## src/rtl/wb_mailbox_responder.sv

```systemverilog
// Wishbone classic mailbox: a bus-filled M2C FIFO drained by the core, and a core-filled C2M FIFO drained by bus reads.
// Optional CTRL register and irq output are built only when MBOX_IRQ_EN is defined.
module wb_mailbox_responder #(
  parameter logic [31:0] BASE_ADDR = 32'h3000_0000,
  parameter int          DEPTH     = 4
) (
  input  logic        wb_clk_i,
  input  logic        rst_n,
  input  logic        wbs_cyc_i,
  input  logic        wbs_stb_i,
  input  logic        wbs_we_i,
  input  logic [3:0]  wbs_sel_i,
  input  logic [31:0] wbs_adr_i,
  input  logic [31:0] wbs_dat_i,
  output logic        wbs_ack_o,
  output logic [31:0] wbs_dat_o,
  output logic [31:0] m2c_data,
  output logic        m2c_valid,
  input  logic        m2c_ready,
  input  logic [31:0] c2m_data,
  input  logic        c2m_valid,
  output logic        c2m_ready,
  output logic        irq
);

  localparam int AW = (DEPTH > 1) ? $clog2(DEPTH) : 1;
  localparam int CW = AW + 1;
  localparam logic [CW-1:0] FULL_CNT = CW'(DEPTH);

  localparam logic [1:0] OFF_DATA   = 2'd0;
  localparam logic [1:0] OFF_STATUS = 2'd1;
  localparam logic [1:0] OFF_CTRL   = 2'd2;

  logic          req;
  logic [1:0]    off;
  logic          wr_lane0;

  logic [31:0]   m2c_mem [DEPTH];
  logic [AW-1:0] m2c_wptr, m2c_rptr;
  logic [CW-1:0] m2c_count;
  logic          m2c_full, m2c_empty, m2c_push, m2c_pop;

  logic [31:0]   c2m_mem [DEPTH];
  logic [AW-1:0] c2m_wptr, c2m_rptr;
  logic [CW-1:0] c2m_count;
  logic          c2m_full, c2m_empty, c2m_push, c2m_pop;

  logic          ovf, udf;
  logic          ovf_set, udf_set, ovf_clr, udf_clr;
  logic [7:0]    m2c_cnt8, c2m_cnt8;
  logic [31:0]   status_word, ctrl_word, rd_data;
  logic          sig_unused;

  assign req      = wbs_cyc_i & wbs_stb_i & (wbs_adr_i[31:4] == BASE_ADDR[31:4]) & ~wbs_ack_o;
  assign off      = wbs_adr_i[3:2];
  assign wr_lane0 = req & wbs_we_i & wbs_sel_i[0];

  assign m2c_full  = (m2c_count == FULL_CNT);
  assign m2c_empty = (m2c_count == '0);
  assign c2m_full  = (c2m_count == FULL_CNT);
  assign c2m_empty = (c2m_count == '0);

  // Fullness and emptiness are judged on the pre-edge count, so a same-cycle pop never frees room for a push.
  assign m2c_push = wr_lane0 & (off == OFF_DATA) & ~m2c_full;
  assign ovf_set  = wr_lane0 & (off == OFF_DATA) & m2c_full;
  assign m2c_pop  = m2c_valid & m2c_ready;

  assign c2m_push = c2m_valid & c2m_ready;
  assign c2m_pop  = req & ~wbs_we_i & (off == OFF_DATA) & ~c2m_empty;
  assign udf_set  = req & ~wbs_we_i & (off == OFF_DATA) & c2m_empty;

  assign ovf_clr = wr_lane0 & (off == OFF_STATUS) & wbs_dat_i[4];
  assign udf_clr = wr_lane0 & (off == OFF_STATUS) & wbs_dat_i[5];

  assign m2c_valid = ~m2c_empty;
  assign m2c_data  = m2c_mem[m2c_rptr];
  assign c2m_ready = ~c2m_full;

  always_ff @(posedge wb_clk_i) begin
    if (m2c_push) m2c_mem[m2c_wptr] <= wbs_dat_i;
    if (c2m_push) c2m_mem[c2m_wptr] <= c2m_data;
  end

  always_ff @(posedge wb_clk_i or negedge rst_n) begin
    if (!rst_n) begin
      m2c_wptr  <= '0;
      m2c_rptr  <= '0;
      m2c_count <= '0;
    end else begin
      if (m2c_push) m2c_wptr <= m2c_wptr + 1'b1;
      if (m2c_pop)  m2c_rptr <= m2c_rptr + 1'b1;
      if (m2c_push && !m2c_pop)      m2c_count <= m2c_count + 1'b1;
      else if (!m2c_push && m2c_pop) m2c_count <= m2c_count - 1'b1;
    end
  end

  always_ff @(posedge wb_clk_i or negedge rst_n) begin
    if (!rst_n) begin
      c2m_wptr  <= '0;
      c2m_rptr  <= '0;
      c2m_count <= '0;
    end else begin
      if (c2m_push) c2m_wptr <= c2m_wptr + 1'b1;
      if (c2m_pop)  c2m_rptr <= c2m_rptr + 1'b1;
      if (c2m_push && !c2m_pop)      c2m_count <= c2m_count + 1'b1;
      else if (!c2m_push && c2m_pop) c2m_count <= c2m_count - 1'b1;
    end
  end

  // A new error event wins over a simultaneous W1C so it is never lost.
  always_ff @(posedge wb_clk_i or negedge rst_n) begin
    if (!rst_n) begin
      ovf <= 1'b0;
      udf <= 1'b0;
    end else begin
      if (ovf_set)      ovf <= 1'b1;
      else if (ovf_clr) ovf <= 1'b0;
      if (udf_set)      udf <= 1'b1;
      else if (udf_clr) udf <= 1'b0;
    end
  end

  assign m2c_cnt8 = 8'(m2c_count);
  assign c2m_cnt8 = 8'(c2m_count);
  assign status_word = {8'h00, m2c_cnt8, c2m_cnt8, 2'b00, udf, ovf,
                        c2m_full, m2c_empty, m2c_full, ~c2m_empty};

`ifdef MBOX_IRQ_EN
  logic [2:0] ctrl;

  always_ff @(posedge wb_clk_i or negedge rst_n) begin
    if (!rst_n) begin
      ctrl <= 3'b000;
    end else if (wr_lane0 && (off == OFF_CTRL)) begin
      ctrl <= wbs_dat_i[2:0];
    end
  end

  always_ff @(posedge wb_clk_i or negedge rst_n) begin
    if (!rst_n) begin
      irq <= 1'b0;
    end else begin
      irq <= (ctrl[0] & ~c2m_empty) | (ctrl[1] & m2c_empty) | (ctrl[2] & (ovf | udf));
    end
  end

  assign ctrl_word = {29'd0, ctrl};
`else
  assign irq       = 1'b0;
  assign ctrl_word = 32'd0;
`endif

  always_comb begin
    rd_data = 32'd0;
    unique case (off)
      OFF_DATA:   rd_data = c2m_empty ? 32'd0 : c2m_mem[c2m_rptr];
      OFF_STATUS: rd_data = status_word;
      OFF_CTRL:   rd_data = ctrl_word;
      default:    rd_data = 32'd0;
    endcase
  end

  always_ff @(posedge wb_clk_i or negedge rst_n) begin
    if (!rst_n) begin
      wbs_ack_o <= 1'b0;
      wbs_dat_o <= 32'd0;
    end else begin
      wbs_ack_o <= req;
      wbs_dat_o <= (req && !wbs_we_i) ? rd_data : 32'd0;
    end
  end

  assign sig_unused = ^{wbs_sel_i[3:1], wbs_adr_i[1:0]};

endmodule

```

## config.mk

```make
export PLATFORM = sky130hd
export DESIGN_NAME = wb_mailbox_responder
export DESIGN_NICKNAME = d
export VERILOG_FILES = /design/src/rtl/wb_mailbox_responder.sv
export SDC_FILE = /design/constraint.sdc
export NUM_CORES = 1
export LEC_CHECK = 0
export BUFFER_PORTS_ARGS = -buffer_cell sky130_fd_sc_hd__buf_4
export CORE_ASPECT_RATIO = 1.2
export CORE_MARGIN = 3
export CORE_UTILIZATION = 51
export DETAILED_ROUTE_END_ITERATION = 10
export PLACE_DENSITY_LB_ADDON = 0.12
export SYNTH_ARGS = -nofsm -noshare
export SYNTH_HDL_FRONTEND = slang
export SYNTH_SLANG_ARGS = --single-unit
```

## constraint.sdc

```tcl
create_clock -name wb_clk_i -period 2.5 [get_ports wb_clk_i]
set_clock_uncertainty 0.1 [all_clocks]
set_input_delay 0.125 -clock wb_clk_i [delete_from_list [all_inputs] [get_ports wb_clk_i]]
set_output_delay 0.125 -clock wb_clk_i [all_outputs]
set_load 0.05 [all_outputs]
```

* Word level (Yosys, flattened, before mapping)
Memory sizes are Yosys's and may differ from the RTL's.
Index checks and enable logic that the tools add are counted.
W data, S select, Z words.
** Word-level totals
- Memory bits (writable) :: 256
- Bits in registers :: 49
- Bits of input ports :: 107
- Memories :: 2
** Memories
- c2m_mem :: depth 4, bits a word 32, read ports 1, clocked after memory_dff 0, wr ports 1, line 43 : logic [31:0] c2m_mem [DEPTH];
- m2c_mem :: depth 4, bits a word 32, read ports 1, clocked after memory_dff 0, wr ports 1, line 38 : logic [31:0] m2c_mem [DEPTH];
** Operators by class
- Bitwise operators :: 23
- Equality and inequality tests :: 4
- Reduce and logical (&&, ||, !) cells :: 17
- Muxes and demuxes :: 15
- Add/sub/neg operators :: 8
** Operators with widths (count)
- $mux W32 :: 2
- $pmux W32 S2 :: 1
- $eq A28 B26 Y1 const B :: 1
- $and A1 B1 Y1 :: 17
- $mux W3 :: 4
- $add A2 B1 Y2 const B :: 4
- $mux W1 :: 8
- $reduce_bool A2 Y1 :: 4
- $add A3 B1 Y3 const B :: 2
- $eq A3 B3 Y1 const B :: 2
- $logic_not A3 Y1 :: 2
- $not A1 Y1 :: 6
- $sub A3 B1 Y3 const B :: 2
- $logic_and A1 B1 Y1 :: 5
- $logic_not A1 Y1 :: 5
- $eq A2 B1 Y1 const B :: 1
- $logic_not A2 Y1 :: 1

* Logic depth before layout (Yosys ltp)
- Word-level depth :: 11
- Depth in mapped cells :: 11
- Depth with buffers taken out :: 10

* Worst setup path after synthesis
Ideal clock, no wire load.
- Path kind :: flip-flop to flip-flop
- Start :: register wbs_ack_o
- End :: register c2m_count[1]
- Clock period less this slack :: 2.726 ns
- Data required time :: 2.275 ns
- Buffers on the path :: 1
- Setup time :: 0.125 ns
- Stages on the path, launching flop included :: 10
- Slack :: -0.226 ns
- Arrival :: 2.501 ns
- Cell sequence :: dfrtp_1 nor4_4 nand4_4 nor4_4 clkbuf_2 inv_1 ha_1 inv_1 fa_1 mux2_2
** On the way
- Longest elaborated chain between the ends :: 8
** RTL lines
- start: declaration :: line 15 : output logic wbs_ack_o,
- start signal: assignment :: line 168 : wbs_ack_o <= req;
- $not A1 Y1 * :: line 54 : assign req = wbs_cyc_i & wbs_stb_i & (wbs_adr_i[31:4] == BASE_ADDR[31:4]) & ~wbs_ack_o;
- $and A1 B1 Y1 * :: line 54
- $and A1 B1 Y1 * (3 in a row) :: line 69 : assign c2m_pop = req & ~wbs_we_i & (off == OFF_DATA) & ~c2m_empty;
- $logic_not A1 Y1 :: line 105 : if (c2m_push && !c2m_pop) c2m_count <= c2m_count + 1'b1;
- $logic_and A1 B1 Y1 :: line 105
- $mux W3 or $reduce_bool A2 Y1 (tied branches)
- end signal: assignment :: line 105
- end signal: assignment :: line 106 : else if (!c2m_push && c2m_pop) c2m_count <= c2m_count - 1'b1;
- end: declaration :: line 45 : logic [CW-1:0] c2m_count;
Mark *: on every way between the ends. The rest lies on a longest branch, timed or not.
A chain may end at the register's enable or synchronous reset.

* Worst setup path after layout
- Start :: register m2c_rptr[0]
- End :: output m2c_data[23]
** On the way
- Longest elaborated chain between the ends :: 1
** RTL lines
- start: declaration :: line 39 : logic [AW-1:0] m2c_wptr, m2c_rptr;
- start signal: assignment :: line 91 : if (m2c_pop) m2c_rptr <= m2c_rptr + 1'b1;
- $mem_v2 Z4 W32
- end: declaration :: line 17 : output logic [31:0] m2c_data,
Every way passes these cells.

==> results.yml <==
clock_network:
  cts_max_path_buffers: 3
  clkTransAtPathRegs_ns: 0.06
  clock_latency_ns: 0.55
  cts-htree-levels: 1
  clkSinkCount: 305
  cts_tree: "yes"
  cts_root_buffer: "clkbuf_16"
  numCtsBuffers: 29
hold_path:
  hold_class: "in2reg"
  min_path_cells: 6
  min_to: "m2c_wptr[0]$_DFFE_PN0P_"
  hold_start: "wbs_adr_i[18]"
power_and_ir_drop:
  p_comb_share_pct: 19.4
  power_density_nw_per_um2: 852
  power_uw: 12800
  vdd_ir_drop_max_mv: 0.933
  switching_share_pct: 26.1
  pwr-share-clk_pct: 32.1
  internal-power_uw: 9470
  seqPwrFrac_pct: 48.5
  leakage_uw: 0.00553
  power_switching_uw: 3350
global_route:
  gr-total-overflow: 0
  grt_max_degree: 50
  use_met3_pct: 3.24
  grt_pass1_vias: 6493
  met1_usage_pct: 22.3
  antenna_found_initial: 0
  grt_util_all_layers_pct: 18.4
  top_usage_layer: "met2"
  grt_pass1_wl_um: 35000
  use_met2_pct: 34.4
timing:
  period_share_pct: 94.2
  slew-limit-headroom_pct: 53.7
  setup_violations: 0
  finalHoldViolCount: 0
  drv_slew: 0
  setup_slack_ns: 0.144
  fmax_mhz: 424
  fin_crit_ns: 2.36
  rsz0062_at_grt: "false"
  worst_pin_slew_ns: 0.695
route:
  routed-via-count: 5865
  drt-wirelength-per-cell_um: 20.3
  wl_um: 22200
  drtIter0Drc: 211
  drc: 0
  first_pass_iters: 4
  ant_nets: 0
  viasPerCell: 5.37
placed_design:
  dp_slack_ns: 0.0406
  place_hpwl_um: 13600
  placed_cell_area_um2: 13300
  routabilityCongestion: 0.759
  port-buffer-count: 168
  dp.cells: 958
final_layout:
  fillers: 1411
  area_growth_pct: 30.5
  final_util_pct: 68.6
  diodes: 0
  drive_gt1_share_pct: 40.9
  final_area_um2: 15000
  final_nets: 915
  finalNonFillerCells: 1093
die:
  dieArea_um2: 24400
  ios: 175
  num_rows: 59
  die_h_um: 171
  die_w_um: 143
  start_util_pct: 52.6
  placeableCoreArea_um2: 21900
worst_setup_path:
  end_kind: "primary output"
  crit_path_start_kind: "flop"
  reg2reg_depth: 10
  worst_ep_required_time_ns: 2.28
  rrSetupSlack_ns: 0.16
  r2r-end: "c2m_count[2]$_DFFE_PN0P_"
  worstSetupPathType: "reg2out"
  reg2reg_from: "c2m_count[1]$_DFFE_PN0P_"
  arrival_ns: 2.13
  crit_start: "m2c_rptr[0]$_DFFE_PN0P_"
  worstPathMaxFanout: 28
synthesis:
  synth_seq_area_share_pct: 77.3
  synth.lib_cells_used.distinct: 42
  synth_edf_count: 256
  synthCells: 512
  dominantRegCellSynth: "edfxtp_1"
  synth_area_um2: 11500
  ys_ff_latch: 305
  ys_warn_count: 0
  async_flop_share_pct: 16.1
  avgSynthCellArea_um2: 22.5
  syn_nets: 631
run:
  drv_cap: 0
outcome:
  status: "completed"
power by group through the flow:
stage	clock network [µW]	logic, µW	registers, µW
6_report	4120	2490	6210
5_1_grt	4440	2670	6250
4_1_cts	4240	2490	6220
3_5_place_dp	0	2390	6320
3_3_place_gp	0	2330	6280
2_1_floorplan	0	1510	6280
through the flow:
step | hold slack, ns | TNS (ns)
6_report | 0.0799 | 0
5_1_grt | 0.0827 | 0
4_1_cts | 0.0153 | 0
3_5_place_dp | 0.128 | 0
3_3_place_gp | 0.117 | 0
2_1_floorplan | -0.271 | -0.123
cells by family (layout without fill, tap and decap cells):
group                    after synthesis  count (layout)  synth area share, %
adder cells (fa/ha/maj)               12              12                 1.43
AO/OA/AOI/OAI                         16              16                 1.21
multiplexers                          68              68                 12.9
AND/OR/NAND/NOR                       67              67                 4.98
flip-flops                           305             305                 77.3
buffers and inverters                 31             338                 1.17
XOR/XNOR                              12              12                0.912
other                                  1               1               0.0325
cell usage after synthesis, types with 4 or more instances:
| master | count | area share, % |
|---|---|---|
| a22o_1 | 8 | 0.61 |
| and2_1 | 21 | 1.1 |
| and2_2 | 4 | 0.26 |
| and3_1 | 4 | 0.22 |
| buf_2 | 7 | 0.30 |
| clkbuf_1 | 9 | 0.29 |
| dfrtp_1 | 49 | 11 |
| edfxtp_1 | 256 | 67 |
| ha_1 | 10 | 1.1 |
| inv_1 | 9 | 0.29 |
| mux4_2 | 64 | 13 |
| nand2_1 | 5 | 0.16 |
| nor2_1 | 4 | 0.13 |
| nor4_4 | 9 | 1.7 |
| xnor2_1 | 6 | 0.46 |
| xor2_1 | 6 | 0.46 |
cell usage in the layout, fill, tap and decap left out, types with 4 or more instances in the layout:
cell | Yosys | routed
and3_2 | 0 | 4
ha_1 | 10 | 10
dfrtp_2 | 0 | 4
edfxtp_1 | 256 | 256
dlygate4sd3_1 | 0 | 77
a22o_1 | 8 | 8
xnor2_1 | 6 | 6
buf_12 | 0 | 8
nor4_4 | 9 | 9
mux4_2 | 64 | 64
clkbuf_16 | 0 | 29
clkinv_2 | 0 | 6
nor2_1 | 4 | 4
buf_4 | 2 | 189
clkinv_1 | 1 | 5
xor2_1 | 6 | 6
and2_2 | 4 | 4
nand2_1 | 5 | 4
and2_1 | 21 | 21
clkbuf_1 | 9 | 9
inv_1 | 9 | 9
dfrtp_1 | 49 | 45
how the worst max path moves through the flow:
| stage | end | cells past startpoint |
|---|---|---|
| 2_1_floorplan | c2m_count[1]$_DFFE_PN0P_ | 9 |
| 3_3_place_gp | c2m_count[1]$_DFFE_PN0P_ | 8 |
| 3_5_place_dp | c2m_count[1]$_DFFE_PN0P_ | 8 |
| 4_1_cts | c2m_count[1]$_DFFE_PN0P_ | 8 |
| 5_1_grt | c2m_count[2]$_DFFE_PN0P_ | 10 |
| 6_report | m2c_data[23] | 3 |
flip-flops by register name, summed over array words and instances, names as in the netlist:
register and cells:
m2c_count 3, m2c_mem 128, wbs_ack_o 1, c2m_wptr 2, ovf 1, c2m_count 3
c2m_mem 128, udf 1, m2c_wptr 2, m2c_rptr 2, c2m_rptr 2, wbs_dat_o 32
repair_timing:
| item | 4_1_cts | 5_1_grt |
|---|---|---|
| gates resized for setup | 0 | 3 |
| hold endpoints to repair | 315 | 0 |
| hold buffers | 77 | 0 |
| setup endpoints to repair | 0 | 3 |
| buffers inserted | 0 | 4 |
critical path: stages (launching register included):
cell and delay (ns):
dfrtp_2 0.51, buf_12 0.29, mux4_2 0.56, buf_4 0.21
layout make-up:
| class | instances | area, µm² | area share, % |
|---|---|---|---|
| Tap cell | 274 | 343 | 2.28 |
| Inverter | 10 | 37.5 | 0.250 |
| Timing Repair Buffer | 274 | 2350 | 15.6 |
| Clock buffer | 41 | 801 | 5.32 |
| Sequential cell | 305 | 8920 | 59.3 |
| Clock inverter | 13 | 103 | 0.682 |
| Multi-Input combinational cell | 176 | 2490 | 16.6 |
routing by layer:
layer / vias up / part of all wire, %
met5: - / 0
met1: 3019 / 39
met2: 163 / 55
met4: 0 / 1.9
li1: 2649 / -
met3: 34 / 5.0
Note: power is estimated with default switching activity, not from simulation.
